`src/rtl/ss_pkg.sv`:
```
// Shared constants, FSM state type and helpers for the seven-segment scan controller.
// Optional leading-zero blanking is enabled by defining SS_LEADING_ZERO_BLANK_EN.
package ss_pkg;

  localparam int unsigned SS_DIGITS = 8;
  localparam int unsigned SS_SEL_W  = 3;
  localparam int unsigned SS_CODE_W = 4;
  localparam logic [SS_DIGITS-1:0] SS_AN_OFF = 8'hFF;

  typedef enum logic {
    SS_ST_GUARD = 1'b0,
    SS_ST_ON    = 1'b1
  } ss_state_t;

`ifdef SS_LEADING_ZERO_BLANK_EN
  // True when digit s and every higher digit are zero; digit 0 is never blanked.
  function automatic logic ss_blank(input logic [SS_DIGITS*SS_CODE_W-1:0] d,
                                    input logic [SS_SEL_W-1:0] s);
    return (s != '0) && ((d >> (SS_CODE_W * s)) == '0);
  endfunction
`endif

endpackage

```
`src/rtl/ss_scan_ctrl_if.sv`:
```
// Producer-side load handshake of the seven-segment scan controller.
interface ss_scan_ctrl_if;
  import ss_pkg::*;

  logic [SS_DIGITS*SS_CODE_W-1:0] digits_in;
  logic                           load;
  logic                           load_ack;

  modport master (output digits_in, output load, input load_ack);
  modport slave  (input digits_in, input load, output load_ack);

endinterface

```
`src/rtl/ss_prescaler.sv`:
```
// Digit-slot counter: counts 0..PRESCALE-1 while enabled, held at 0 when disabled.
module ss_prescaler #(
  parameter int unsigned PRESCALE = 12500,
  parameter int unsigned GUARD    = 16
) (
  input  logic clk,
  input  logic rst,
  input  logic en,
  output logic slot_end,
  output logic guard_end
);

  localparam int unsigned CW = (PRESCALE > 1) ? $clog2(PRESCALE) : 1;

  logic [CW-1:0] cnt;

  assign slot_end  = en && (cnt == CW'(PRESCALE - 1));
  assign guard_end = en && (cnt == CW'(GUARD - 1));

  // Slot counter: wraps at the end of each slot, cleared while scanning is off.
  always_ff @(posedge clk or posedge rst) begin
    if (rst) begin
      cnt <= '0;
    end else if (!en || slot_end) begin
      cnt <= '0;
    end else begin
      cnt <= cnt + CW'(1);
    end
  end

endmodule

```
`src/rtl/ss_scan_ctrl.sv`:
```
// Seven-segment scan controller: digit select, registered anode strobes with a
// per-slot guard interval, and a frame-synchronous shadow register for the digit codes.
// Optional leading-zero blanking is enabled by defining SS_LEADING_ZERO_BLANK_EN.
module ss_scan_ctrl
  import ss_pkg::*;
#(
  parameter int unsigned PRESCALE = 12500,
  parameter int unsigned GUARD    = 16
) (
  input  logic                           clk,
  input  logic                           rst,
  input  logic                           en,
  ss_scan_ctrl_if.slave                  host,
  output logic [SS_DIGITS*SS_CODE_W-1:0] digits_q,
  output logic [SS_SEL_W-1:0]            sel,
  output logic [SS_DIGITS-1:0]           an,
  output logic                           frame_tick
);

  ss_state_t                      state_q, state_d;
  logic [SS_DIGITS-1:0]           an_d;
  logic                           slot_end, guard_end;
  logic                           boundary, apply;
  logic                           pending;
  logic                           load_ack_q;
  logic [SS_DIGITS*SS_CODE_W-1:0] staging;

  ss_prescaler #(
    .PRESCALE (PRESCALE),
    .GUARD    (GUARD)
  ) u_prescaler (
    .clk       (clk),
    .rst       (rst),
    .en        (en),
    .slot_end  (slot_end),
    .guard_end (guard_end)
  );

  // While the display is dark every cycle is treated as a boundary, so updates land at once.
  assign boundary      = slot_end && (sel == SS_SEL_W'(SS_DIGITS - 1));
  assign apply         = !en || boundary;
  assign host.load_ack = load_ack_q;

  // Next state and next anode pattern; the anodes are registered from this value.
  always_comb begin
    state_d = state_q;
    an_d    = SS_AN_OFF;
    if (!en) begin
      state_d = SS_ST_GUARD;
    end else begin
      case (state_q)
        SS_ST_GUARD: if (guard_end) state_d = SS_ST_ON;
        SS_ST_ON:    if (slot_end)  state_d = SS_ST_GUARD;
        default:     state_d = SS_ST_GUARD;
      endcase
    end
    // sel and digits_q cannot change on an edge that enters or stays in ON.
    if (state_d == SS_ST_ON) begin
      an_d = SS_AN_OFF ^ (SS_DIGITS'(1) << sel);
`ifdef SS_LEADING_ZERO_BLANK_EN
      if (ss_blank(digits_q, sel)) an_d = SS_AN_OFF;
`endif
    end
  end

  // Scan state: FSM register, anode strobes, digit select and frame tick.
  always_ff @(posedge clk or posedge rst) begin
    if (rst) begin
      state_q    <= SS_ST_GUARD;
      an         <= SS_AN_OFF;
      sel        <= '0;
      frame_tick <= 1'b0;
    end else begin
      state_q    <= state_d;
      an         <= an_d;
      frame_tick <= boundary;
      if (!en) begin
        sel <= '0;
      end else if (slot_end) begin
        sel <= sel + SS_SEL_W'(1);
      end
    end
  end

  // Load handshake: stage requests, publish to the shadow register only at frame boundaries.
  always_ff @(posedge clk or posedge rst) begin
    if (rst) begin
      digits_q   <= '0;
      staging    <= '0;
      pending    <= 1'b0;
      load_ack_q <= 1'b0;
    end else begin
      load_ack_q <= 1'b0;
      if (host.load && apply) begin
        digits_q   <= host.digits_in;
        pending    <= 1'b0;
        load_ack_q <= 1'b1;
      end else if (apply && pending) begin
        digits_q   <= staging;
        pending    <= 1'b0;
        load_ack_q <= 1'b1;
      end else if (host.load) begin
        staging <= host.digits_in;
        pending <= 1'b1;
      end
    end
  end

endmodule

```
`src/flat_wrapper.sv`:
```
// flat-port wrapper written by rule: the top's interface ports become plain ports
module ss_scan_ctrl_flat import ss_pkg::*;
#(
  parameter int unsigned PRESCALE = 12500,
  parameter int unsigned GUARD    = 16
)
  (clk, rst, en, digits_q, sel, an, frame_tick, host_digits_in, host_load, host_load_ack);
  ss_scan_ctrl_if host_i ();
  input  logic clk;
  input  logic rst;
  input  logic en;
  output logic [SS_DIGITS*SS_CODE_W-1:0] digits_q;
  output logic [SS_SEL_W-1:0] sel;
  output logic [SS_DIGITS-1:0] an;
  output logic frame_tick;
  input wire logic [$bits(host_i.digits_in)-1:0] host_digits_in;
  input wire logic [$bits(host_i.load)-1:0] host_load;
  output wire logic [$bits(host_i.load_ack)-1:0] host_load_ack;
  assign host_i.digits_in = host_digits_in;
  assign host_i.load = host_load;
  assign host_load_ack = host_i.load_ack;
  ss_scan_ctrl #(.PRESCALE(PRESCALE), .GUARD(GUARD)) u_core (.clk(clk), .rst(rst), .en(en), .host(host_i), .digits_q(digits_q), .sel(sel), .an(an), .frame_tick(frame_tick));
endmodule
```
`config.mk`:
```
export PLATFORM = sky130hd
export DESIGN_NAME = ss_scan_ctrl_flat
export DESIGN_NICKNAME = d
export VERILOG_FILES = /design/src/rtl/ss_pkg.sv /design/src/rtl/ss_scan_ctrl_if.sv /design/src/rtl/ss_prescaler.sv /design/src/rtl/ss_scan_ctrl.sv /design/src/flat_wrapper.sv
export SDC_FILE = /design/constraint.sdc
export NUM_CORES = 1
export LEC_CHECK = 0
export ABC_AREA = 1
export CORE_MARGIN = 5
export CORE_UTILIZATION = 63
export CTS_CLUSTER_SIZE = 24
export DETAILED_ROUTE_END_ITERATION = 8
export DONT_BUFFER_PORTS = 1
export PLACE_DENSITY = 0.9
export REMOVE_ABC_BUFFERS = 1
export SYNTH_ARGS = -nofsm -noshare
export SYNTH_HDL_FRONTEND = slang
export SYNTH_HIERARCHICAL = 1
export SYNTH_SLANG_ARGS = --single-unit
export TNS_END_PERCENT = 100
```
`constraint.sdc`:
```
create_clock -name clk -period 3.65 [get_ports clk]
set_input_delay 0.73 -clock clk [delete_from_list [all_inputs] [get_ports clk]]
set_output_delay 0.73 -clock clk [all_outputs]
set_load 0.03 [all_outputs]
```
-- Word-level counts from Yosys, hierarchy flattened
Index checks and enable logic that the tools add are counted.
- flip-flop bits (word level): 93
- output and inout port bits: 45
- add/subtract/negate cells: 2
- eq/ne operators: 4
- shift operators: 1
- multiplexer cells: 15
- bitwise operators: 4
- reductions and logical operators: 11
- operators by type and width (cell ; count):
    $mux W32 ; 2
    $add A14 B1 Y14 const B ; 1
    $eq A14 B14 Y1 const B ; 1
    $eq A14 B4 Y1 const B ; 1
    $mux W14 ; 1
    $mux W1 ; 8
    $mux W8 ; 1
    $not A8 Y8 ; 1
    $shl A1 B3 Y8 const A ; 1
    $mux W3 ; 2
    $logic_and A1 B1 Y1 ; 5
    $add A3 B1 Y3 const B ; 1
    $eq A3 B3 Y1 const B ; 1
    $not A1 Y1 ; 3
    $reduce_and A3 Y1 ; 1
    $reduce_bool A3 Y1 ; 1
    $logic_or A1 B1 Y1 ; 2
    $ne A2 B1 Y1 const B ; 1
    $pmux W1 S2 ; 1
    $reduce_bool A2 Y1 ; 1
    $logic_not A1 Y1 ; 1

-- Logic depth before layout (Yosys ltp)
- depth in word-level cells: 7
- gate-level depth with buffers: 13
- mapped depth without buffers: 11

-- Modules after synthesis
The synthesis kept the hierarchy.
- modules (own cells, without submodules) (module ; times used ; cells an instance ; area each (µm²)):
    ss_scan_ctrl ; 1 ; 467 ; 3633.5
    ss_prescaler ; 1 ; 124 ; 867.1

-- Worst setup path before layout
Ideal clock, no wire load.
- path type: flip-flop to flip-flop
- start: register u_core.u_prescaler.cnt[0]
- end: register u_core.digits_q[10]
- library setup time: 0.117 ns
- data arrival time: 1.744 ns
- setup slack: 1.790 ns
- stages on the path, launching flop included: 13
- path buffers: 2
- clock period less this slack: 1.860 ns
- path through: dfrtp_1 -> ha_1 -> nand3_1 -> nor2_1 -> nand2_1 -> nor2_1 -> nand2_1 -> nand2_2 -> nand2_4 -> buf_6 -> buf_6 -> nand2_1 -> nand2_1
- longest elaborated chain between the ends: 6
- elaborated cells between the ends (all ways): 8
- those cells by class: eq/ne (1); mux (1); reduce/logical (6)
- ends and longest elaborated chain (what ; line ; text):
    start, declared ; ss_prescaler.sv:15 ; logic [CW-1:0] cnt;
    start signal, assigned ; ss_prescaler.sv:27 ; cnt <= cnt + CW'(1);
    $eq A14 B14 Y1 (*) ; ss_prescaler.sv:17 ; assign slot_end = en && (cnt == CW'(PRESCALE - 1));
    $logic_and A1 B1 Y1 (*) ; ss_prescaler.sv:17 ;
    named net u_core.slot_end ; ss_scan_ctrl.sv:22 ; logic slot_end, guard_end;
    $logic_and A1 B1 Y1 (*) ; ss_scan_ctrl.sv:40 ; assign boundary = slot_end && (sel == SS_SEL_W'(SS_DIGITS - 1));
    $logic_or A1 B1 Y1 (*) ; ss_scan_ctrl.sv:41 ; assign apply = !en || boundary;
    $logic_and A1 B1 Y1, on equally long branches ; ss_scan_ctrl.sv:94, ss_scan_ctrl.sv:98 ;
    $mux W32 / $reduce_bool A2 Y1 (equally long branches) ; - ;
    end signal, assigned ; ss_scan_ctrl.sv:95 ; digits_q <= host.digits_in;
    end signal, assigned ; ss_scan_ctrl.sv:99 ; digits_q <= staging;
    end, declared ; ss_scan_ctrl.sv:14 ; output logic [SS_DIGITS*SS_CODE_W-1:0] digits_q,
Mark *: on every way through the listed nets, which the timed path passes. The rest lies on a longest branch.
A chain may end at the register's enable or synchronous reset.

-- Final worst setup path
- start: register u_core.u_prescaler.cnt[0]
- end: register u_core.digits_q[23]
The elaborated chain is that of the path after synthesis.

==> flow_summary.ini <==
[synth]
synth.cell_area_um2 = 4501
yosysUniqueCellTypes = 25
synth_area_per_cell_um2 = 7.615
seq_area_frac_synth_pct = 51.93
synth_edf_count = 0
yosys_warnings = 6
ys_ff_latch = 93
synthArstFlopShare_pct = 100.0
synth_cells = 591
ys.flop_type = dfrtp_1

[setup_path]
worst-path-max-fanout = 32
rr_startpoint = u_core/u_prescaler/cnt[0]
cp-start-kind = register
critPathKind = register to register
crit_arrival_ps = 3040
crit_start = u_core/u_prescaler/cnt[0]
end_kind = register
r2r_cells = 11
cp.required_ps = 3950

[die]
design.core.area_um2 = 6869
die_y_um = 94.52
die_area_um2 = 8934
dieWidth_um = 94.52
floorplan.initialDensity_pct = 65.52
row_count = 30
ios = 81

[routing]
routed_wl_um = 9086
drtIter0Drc = 261
vias_per_cell = 5.160
drtPass1Iterations = 5
vias = 3509
ant_nets = 0
wire_per_inst_um = 13.36
drcViolationCount = 0

[timing]
setup_viol = 0
relSlewSlack_pct = 25.88
drv_slew = 0
finalCriticalPeriod_ps = 2740
hold_viol = 0
max_freq_mhz = 364.9
rsz0062_at_grt = no
finalCritPeriodShare_pct = 75.08
tightestPinTransition_ps = 1109
fin_worst_skew_ps = 12.79
tns_ps = 0

[global_route]
met1_usage_pct = 25.80
antenna_found_initial = 0
grt_busiest_layer = met2
first_global_vias = 3275
grt_max_degree = 71
grt_overflow_total = 0
use_met3_pct = 7.490
use_met2_pct = 35.52
grt_pass1_wl_um = 15100
track_usage_pct = 21.44

[cts]
worstSkewPairLatency_ps = 350
cts_sinks = 93
post_cts_buffers = 0
cts_buffers = 9
root_buffer = clkbuf_8
htreeDepth = 3
hold_buffers = 0
cts_resized = 0
clk_pin_slew_ps = 90
cts_tree = yes
clock_path_buffers = 2

[place]
port_buffers = 0
hpwl_um = 6229
place_congestion = 0.8484
place_area_um2 = 4456

[finish]
final_area_um2 = 4623
fill_cells = 549
register_area_um2 = 2337
diodes = 0
layout.nets = 623
multi_input_area_um2 = 1760
post-route-util_pct = 67.30
synthToLayoutAreaGrowth_pct = 2.724
drive_gt1_share_pct = 5.822

[run]
max_cap_viol_count = 0

[pwr]
total_power_mw = 2.171
powerDensity_nw_per_um2 = 469.7
leakage_nw = 2.554
peakVddDrop_v = 0.0002382

[min_path]
hold_path.class = input port to asynchronous set/reset pin

[status]
status = finished, final reports clean
==> per-stage QoR <==
step	hold slack, ps	cells	setup WS [ps]
global placement	453.1	664	1009
finish	302.2	680	909.6
floorplan	441.9	566	909.9
CTS	321.9	680	901.7
global route	327.7	680	617.0
detailed placement	458.2	664	929.9
==> Yosys cell counts, drive strengths merged (2+ instances only) <==
cell type	number	area share (%)
buf	20	3.6
clkbuf	5	0.42
dfrtp	85	47
dfstp	8	4.7
ha	8	2.2
inv	59	4.9
nand2	240	20
nand3	46	5.1
nand4	4	0.56
nor2	101	8.5
nor3	2	0.22
o21ai	3	0.33
xor2	5	0.97
==> routing by layer <==
metal,wire length [um],share of wire (%)
met1,3568,39
met4,123,1.4
met3,816,9.0
met2,4578,50
met5,0,0
==> cell families (layout without fill, tap and decap cells) <==
group / Yosys count / in the layout / synth area share, %
AO/OA/AOI/OAI: 5 / 5 / 0.6115
XOR/XNOR: 6 / 6 / 1.168
adder cells (fa/ha/maj): 8 / 8 / 2.224
buffers and inverters: 84 / 77 / 8.952
flip-flops: 93 / 93 / 51.93
AND/OR/NAND/NOR: 395 / 395 / 35.11
==> final timing paths <==
| kind | end | slack, ps |
|---|---|---|
| worst max-delay path | u_core/digits_q[23] | 910 |
| worst min-delay path | u_core/u_prescaler/cnt[2] | 300 |
| worst max register to register | u_core/digits_q[23] | 910 |
| worst min register to register | u_core/staging[15] | 480 |
| max in group asynchronous | u_core/digits_q[8] | 2370 |
| min in group clk | u_core/staging[15] | 480 |
==> critical path, stage by stage (launching register included) <==
cell and delay [ps]:
dfrtp_1 440, ha_1 200, nand3_1 100, nor2_1 120, nand2_1 80, nor2_1 350, nand2_1 170, nand2_2 140
nand2_1 660, nand2_1 260, nand2_1 90, nand2_1 60
==> registers in the layout (all words and copies together) (netlist names) <==
| signal | flops |
|---|---|
| u_core/digits_q | 32 |
| u_core/staging | 32 |
| u_core/u_prescaler/cnt | 14 |
| u_core/an | 8 |
| u_core/sel | 3 |
| u_core/frame_tick | 1 |
| u_core/host.load_ack | 1 |
| u_core/pending | 1 |
| u_core/state_q | 1 |
==> where the power goes <==
part	switching [mW]	leakage, nW	total, mW	internal [mW]
Clock	0.349	0.0760	0.599	0.249
Combinational	0.156	1.31	0.238	0.0821
Sequential	0.197	1.17	1.33	1.14
==> placed cells by master, fill, tap and decap left out, types with 2 or more instances in the layout <==
master	Yosys	final
nand4_1	4	4
dfstp_2	8	8
clkbuf_1	5	2
nor3_1	2	2
nor2_2	2	2
buf_4	3	2
nand2_1	235	235
dfrtp_1	85	85
nand2_2	4	4
inv_1	58	57
xor2_1	5	5
clkinvlp_4	0	3
nand3_1	46	46
clkinv_2	0	2
clkbuf_8	0	9
nor2_1	99	99
o21ai_0	3	3
ha_1	8	8
==> layout make-up <==
type | instances | area share (%)
clock inverter | 5 | 0.7848
multi-input combinational | 414 | 38.08
inverter | 59 | 4.817
timing repair buffer | 2 | 0.3248
tap | 96 | 2.598
clock buffer | 11 | 2.842
sequential | 93 | 50.55
No activity file was read; power rests on OpenSTA's default activity.
